--- src/rtl/mem_writein_top.sv ---
// Receive end of the merged memory readout stream: decodes tag/BX of each word and writes
// the payload into one of NMEM paged memories, reporting per-memory item counts per event.
module mem_writein_top #(
    parameter int unsigned NMEM   = 12,
    parameter int unsigned ADDR_W = 6,
    parameter int unsigned DAT_W  = 44
) (
    input  logic                         clk,
    input  logic                         reset,
    input  logic                         new_event,
    input  logic [2:0]                   BX,
    input  logic [51:0]                  mem_dat_stream,
    input  logic                         valid,
    output logic [NMEM-1:0]              wr_en,
    output logic [NMEM*(ADDR_W+1)-1:0]   wr_addr,
    output logic [DAT_W-1:0]             wr_dat,
    output logic [NMEM*ADDR_W-1:0]       number_out,
    output logic                         count_valid,
    output logic [NMEM-1:0]              overflow,
    output logic                         bx_err
);

    logic                              s1_valid_q;
    logic [51:0]                       s1_dat_q;
    logic [NMEM-1:0][ADDR_W-1:0]       count_q, count_d, cnt_eff;
    logic [NMEM-1:0][ADDR_W-1:0]       number_out_q;
    logic [NMEM-1:0][ADDR_W:0]         wr_addr_q, wr_addr_d;
    logic [NMEM-1:0]                   wr_en_q, wr_en_d;
    logic [NMEM-1:0]                   overflow_q, ovf_set;
    logic [DAT_W-1:0]                  wr_dat_q;
    logic                              count_valid_q;
    logic                              bx_err_q, bx_bad;
    logic                              page_q, page_eff;
    logic [2:0]                        exp_bx_q, bx_eff;
    logic [3:0]                        tag;

    assign tag = s1_dat_q[47:44];

    // The word in stage 1 at a new_event edge already belongs to the new event.
    always_comb begin
        cnt_eff   = new_event ? '0 : count_q;
        page_eff  = new_event ? ~page_q : page_q;
        bx_eff    = new_event ? BX : exp_bx_q;
        bx_bad    = s1_valid_q && (32'(tag) >= NMEM || s1_dat_q[50:48] != bx_eff
                                   || s1_dat_q[51]);
        count_d   = cnt_eff;
        wr_en_d   = '0;
        ovf_set   = '0;
        wr_addr_d = '0;
        for (int unsigned i = 0; i < NMEM; i++) begin
            wr_addr_d[i] = {page_eff, cnt_eff[i]};
            if (s1_valid_q && !bx_bad && 32'(tag) == i) begin
                // All-ones count means the page is full; the last usable address is one below.
                if (cnt_eff[i] == '1) begin
                    ovf_set[i] = 1'b1;
                end else begin
                    wr_en_d[i] = 1'b1;
                    count_d[i] = cnt_eff[i] + ADDR_W'(1);
                end
            end
        end
    end

    always_ff @(posedge clk or negedge reset) begin
        if (!reset) begin
            s1_valid_q    <= 1'b0;
            s1_dat_q      <= '0;
            count_q       <= '0;
            number_out_q  <= '0;
            wr_addr_q     <= '0;
            wr_en_q       <= '0;
            wr_dat_q      <= '0;
            overflow_q    <= '0;
            bx_err_q      <= 1'b0;
            count_valid_q <= 1'b0;
            page_q        <= 1'b0;
            exp_bx_q      <= '0;
        end else begin
            s1_valid_q    <= valid;
            s1_dat_q      <= mem_dat_stream;
            count_q       <= count_d;
            wr_addr_q     <= wr_addr_d;
            wr_en_q       <= wr_en_d;
            wr_dat_q      <= s1_dat_q[DAT_W-1:0];
            page_q        <= page_eff;
            exp_bx_q      <= bx_eff;
            count_valid_q <= new_event;
            overflow_q    <= (new_event ? '0 : overflow_q) | ovf_set;
            bx_err_q      <= (new_event ? 1'b0 : bx_err_q) | bx_bad;
            // count_q already includes any write sitting in stage 2.
            if (new_event) begin
                number_out_q <= count_q;
            end
        end
    end

    assign wr_en       = wr_en_q;
    assign wr_addr     = wr_addr_q;
    assign wr_dat      = wr_dat_q;
    assign number_out  = number_out_q;
    assign count_valid = count_valid_q;
    assign overflow    = overflow_q;
    assign bx_err      = bx_err_q;

endmodule

--- config.mk ---
export PLATFORM = sky130hd
export DESIGN_NAME = mem_writein_top
export DESIGN_NICKNAME = d
export VERILOG_FILES = /design/src/rtl/mem_writein_top.sv
export SDC_FILE = /design/constraint.sdc
export NUM_CORES = 1
export LEC_CHECK = 0
export CAP_MARGIN = 20
export CORE_MARGIN = 4
export CORE_UTILIZATION = 54
export CTS_CLUSTER_SIZE = 30
export DETAILED_ROUTE_END_ITERATION = 7
export PLACE_DENSITY = 0.85
export SLEW_MARGIN = 0
export SYNTH_ARGS = -nofsm -noshare
export SYNTH_HDL_FRONTEND = slang
export SYNTH_SLANG_ARGS = --single-unit
export TNS_END_PERCENT = 50
--- constraint.sdc ---
create_clock -name clk -period 4.3 [get_ports clk]
set_input_delay 0.86 -clock clk [delete_from_list [all_inputs] [get_ports clk]]
set_output_delay 0.86 -clock clk [all_outputs]
set_load 0.01 [all_outputs]
==> flow_summary.ini <==
[status]
status = complete, no violations

[clock_network]
cts_made_buffers = 35
clock-root-buffer = clkbuf_16
h-tree-depth = 2
cts_max_path_buffers = 3
clk_pin_slew_ns = 0.06
ctsHoldBuffers = 0
clk-insertion-delay-late_ns = 0.51
cts_resized = 0
post_cts_buffers = 0
cts.sinks = 343
cts_tree = done

[power_and_ir_drop]
p_int_uw = 5247
total_power_uw = 6711
powerDensity_mw_per_mm2 = 397.7
ir_drop_v = 0.0004937
switching_share_pct = 21.81
p_seq_share_pct = 49.7
p_comb_share_pct = 7.3
leakage_uw = 0.007938
p_sw_uw = 1463
pwr-share-clk_pct = 43.0

[logic_synthesis]
synth_top_area_share_pct = 68.18
syn-cell-area_mm2 = 0.01259
async_flop_share_pct = 100.0
ys_ff_latch = 343
yosysMostFrequentCell = dfrtp_1
ys_warn_count = 0
yosysUniqueCellTypes = 57
synthCells = 899
yosys-top-cells-area = dfrtp_1 68%, mux2_2 7.2%, nor2b_1 3.1%, mux2i_1 1.5%, nand2_1 1.4%
ys_seq_area_share_pct = 68.18
ys.flop_type = dfrtp_1
syn_area_per_cell_um2 = 14.00
synth_commonest_cells = 343 x dfrtp_1, 81 x mux2_2, 63 x nor2b_1, 47 x nand2_1, 31 x inv_1
synth_area_leader_cell = dfrtp_1
synth_edf_count = 0
synth_fp_nets = 970

[sta]
fin_crit_sh_pct = 68.79
fmax_mhz = 338.1
finalSetupViolCount = 0
hold_violations = 0
slew_viol_final = 0
maxSlewHeadroom_pct = 27.57
fin_crit_ns = 2.958
skew_ns = 0.01604
worst_slew_pin_slew_ns = 1.081
hold_slack_ns = 0.3451
rsz0062_at_grt = false
setup_tns_ns = 0

[drt]
viasPerCell = 5.344
drc_errors = 0
wl_per_cell_um = 19.68
first_iter_violations = 411
final_antenna_net_count = 0
drt_pre_antenna_iters = 5
route.vias.total = 8144
drt_wl_total_mm = 29.99

[grt]
grt_pass1_wl_mm = 48.60
gr-usage-all-layers_pct = 23.53
grt_pass1_vias = 8697
overflow = 0
grt_max_degree = 102
antenna_found_initial = 1

[critical_path]
start_kind = flop
crit_type = reg -> reg
crit_arrival_ns = 3.33
cp_cell_sequence = nor4bb_2 -> nand4_1 -> nor3_1 -> mux2_2
crit_path_end_kind = flop
path_buf_inv = 0
worstRegToRegCells = 4
worstReg2RegEnd = count_q[31]$_DFF_PN0_
required_ns = 4.68
slowest_delay_ns = 0.87
r2r-start = s1_dat_q[47]$_DFF_PN0_
r2r_slack_ns = 1.34
path_delay_family = simple AND/OR/NAND/NOR gates
critPathMaxFanout = 13
critPathSlowestCell = nor4bb_2

[worst_hold_path]
whs_path_depth = 0
whs_endpoint = wr_dat[35]$_DFF_PN0_
hold_start = s1_dat_q[35]$_DFF_PN0_
hp-class = reg -> reg

[place]
io_buffers = 284
placed_area_mm2 = 0.01578
dp_hpwl_mm = 20.64
place_congestion = 0.8238

[floorplanning]
initial_utilization_pct = 55.27
fp.coreArea_mm2 = 0.02278
io_pins = 285
die_h_um = 160.7
rows = 55
die_area_mm2 = 0.02582
dieWidth_um = 160.7

[final_layout]
fin_util_pct = 74.07
fin_nets = 1260
final_cell_area_mm2 = 0.01687
area_growth_pct = 34.02
drive_gt1_share_pct = 13.72

[job]
maxCapViolCount = 0
routing by layer:
metal  GRT usage, %  wire (µm)  vias to the layer above
li1               -          -                     3694
met1          30.27      12160                     4130
met2          39.81      14880                      279
met3          7.416       2404                       41
met4          5.079        541                        0
met5              0          0                        -
placed cells by master (no fill, tap or decap), types with 5 or more instances in the layout:
| cell | count |
|---|---|
| a31oi_1 | 9 |
| nor2_1 | 28 |
| nand3_1 | 26 |
| xor2_1 | 13 |
| ha_1 | 12 |
| and4b_1 | 8 |
| a21oi_1 | 22 |
| clkbuf_16 | 35 |
| nand3b_1 | 6 |
| mux2_2 | 81 |
| nor4_4 | 6 |
| nor4_1 | 7 |
| nor2b_1 | 63 |
| nand2_1 | 47 |
| inv_1 | 31 |
| mux2i_1 | 19 |
| buf_4 | 7 |
| o21ai_0 | 15 |
| a22o_1 | 10 |
| nor3_1 | 8 |
| clkbuf_1 | 9 |
| dfrtp_1 | 343 |
| clkbuf_8 | 6 |
| and3_1 | 14 |
| a41oi_1 | 5 |
| and4_1 | 6 |
| clkdlybuf4s50_1 | 282 |
| nand4_1 | 15 |
| nand2b_1 | 8 |
state kept, by name, indices dropped and copies added, names as in the netlist:
name,flops
s1_dat_q,52
count_valid,1
wr_dat,44
number_out,72
overflow,12
count_q,72
bx_err,1
s1_valid_q,1
wr_addr,72
exp_bx_q,3
wr_en,12
page_q,1
power groups by stage:
stage	combinational (µW)	clock (µW)	sequential, µW
detailed placement	495	0	3390
finish	488	2890	3330
global route	523	3110	3340
floorplan	226	0	3390
global placement	478	0	3390
CTS	497	2940	3340
worst max path at each step:
stage	cells after the start	slack, ns	from	to
after CTS	4	1.32	s1_dat_q[47]$_DFF_PN0_	count_q[31]$_DFF_PN0_
after global placement	7	0.91	BX[2]	count_q[19]$_DFF_PN0_
final	4	1.34	s1_dat_q[47]$_DFF_PN0_	count_q[31]$_DFF_PN0_
after global routing	4	1.08	s1_dat_q[47]$_DFF_PN0_	count_q[31]$_DFF_PN0_
after floorplan	12	0.88	new_event	count_q[7]$_DFF_PN0_
after detailed placement	7	0.93	BX[2]	count_q[37]$_DFF_PN0_
cell type report:
class                      instances  area, µm²
clock inverter                     8      97.59
clock buffer                      50      992.2
multi-input combinational        482       3692
antenna                            1      2.502
inverter                          31      116.4
tap                              313      391.6
sequential                       343       8583
fill                            1406       5906
timing repair buffer             296       2997
kinds of logic after synthesis:
family | Yosys count | share of synthesized area, %
xor gates and xnor gates | 19 | 1.441
AOI/OAI and AO/OA | 79 | 4.164
muxes | 105 | 9.332
adders and majority gates | 12 | 1.193
and+or+nand+nor | 267 | 13.00
DFF | 343 | 68.18
buffers and inverters | 74 | 2.693
stage by stage:
step / setup WS [ns] / std cells
5_1_grt: 1.081 / 1524
3_3_place_gp: 0.9109 / 1464
3_5_place_dp: 0.9319 / 1465
4_1_cts: 1.322 / 1523
6_report: 1.342 / 1524
2_1_floorplan: 0.8844 / 899
worst reg2reg max path, stage by stage (launching register included):
cell and delay (ns):
dfrtp_1 0.55, nor4bb_2 0.87, nand4_1 0.42, nor3_1 0.59, mux2_2 0.40
Note: power is estimated with default switching activity, not from simulation.
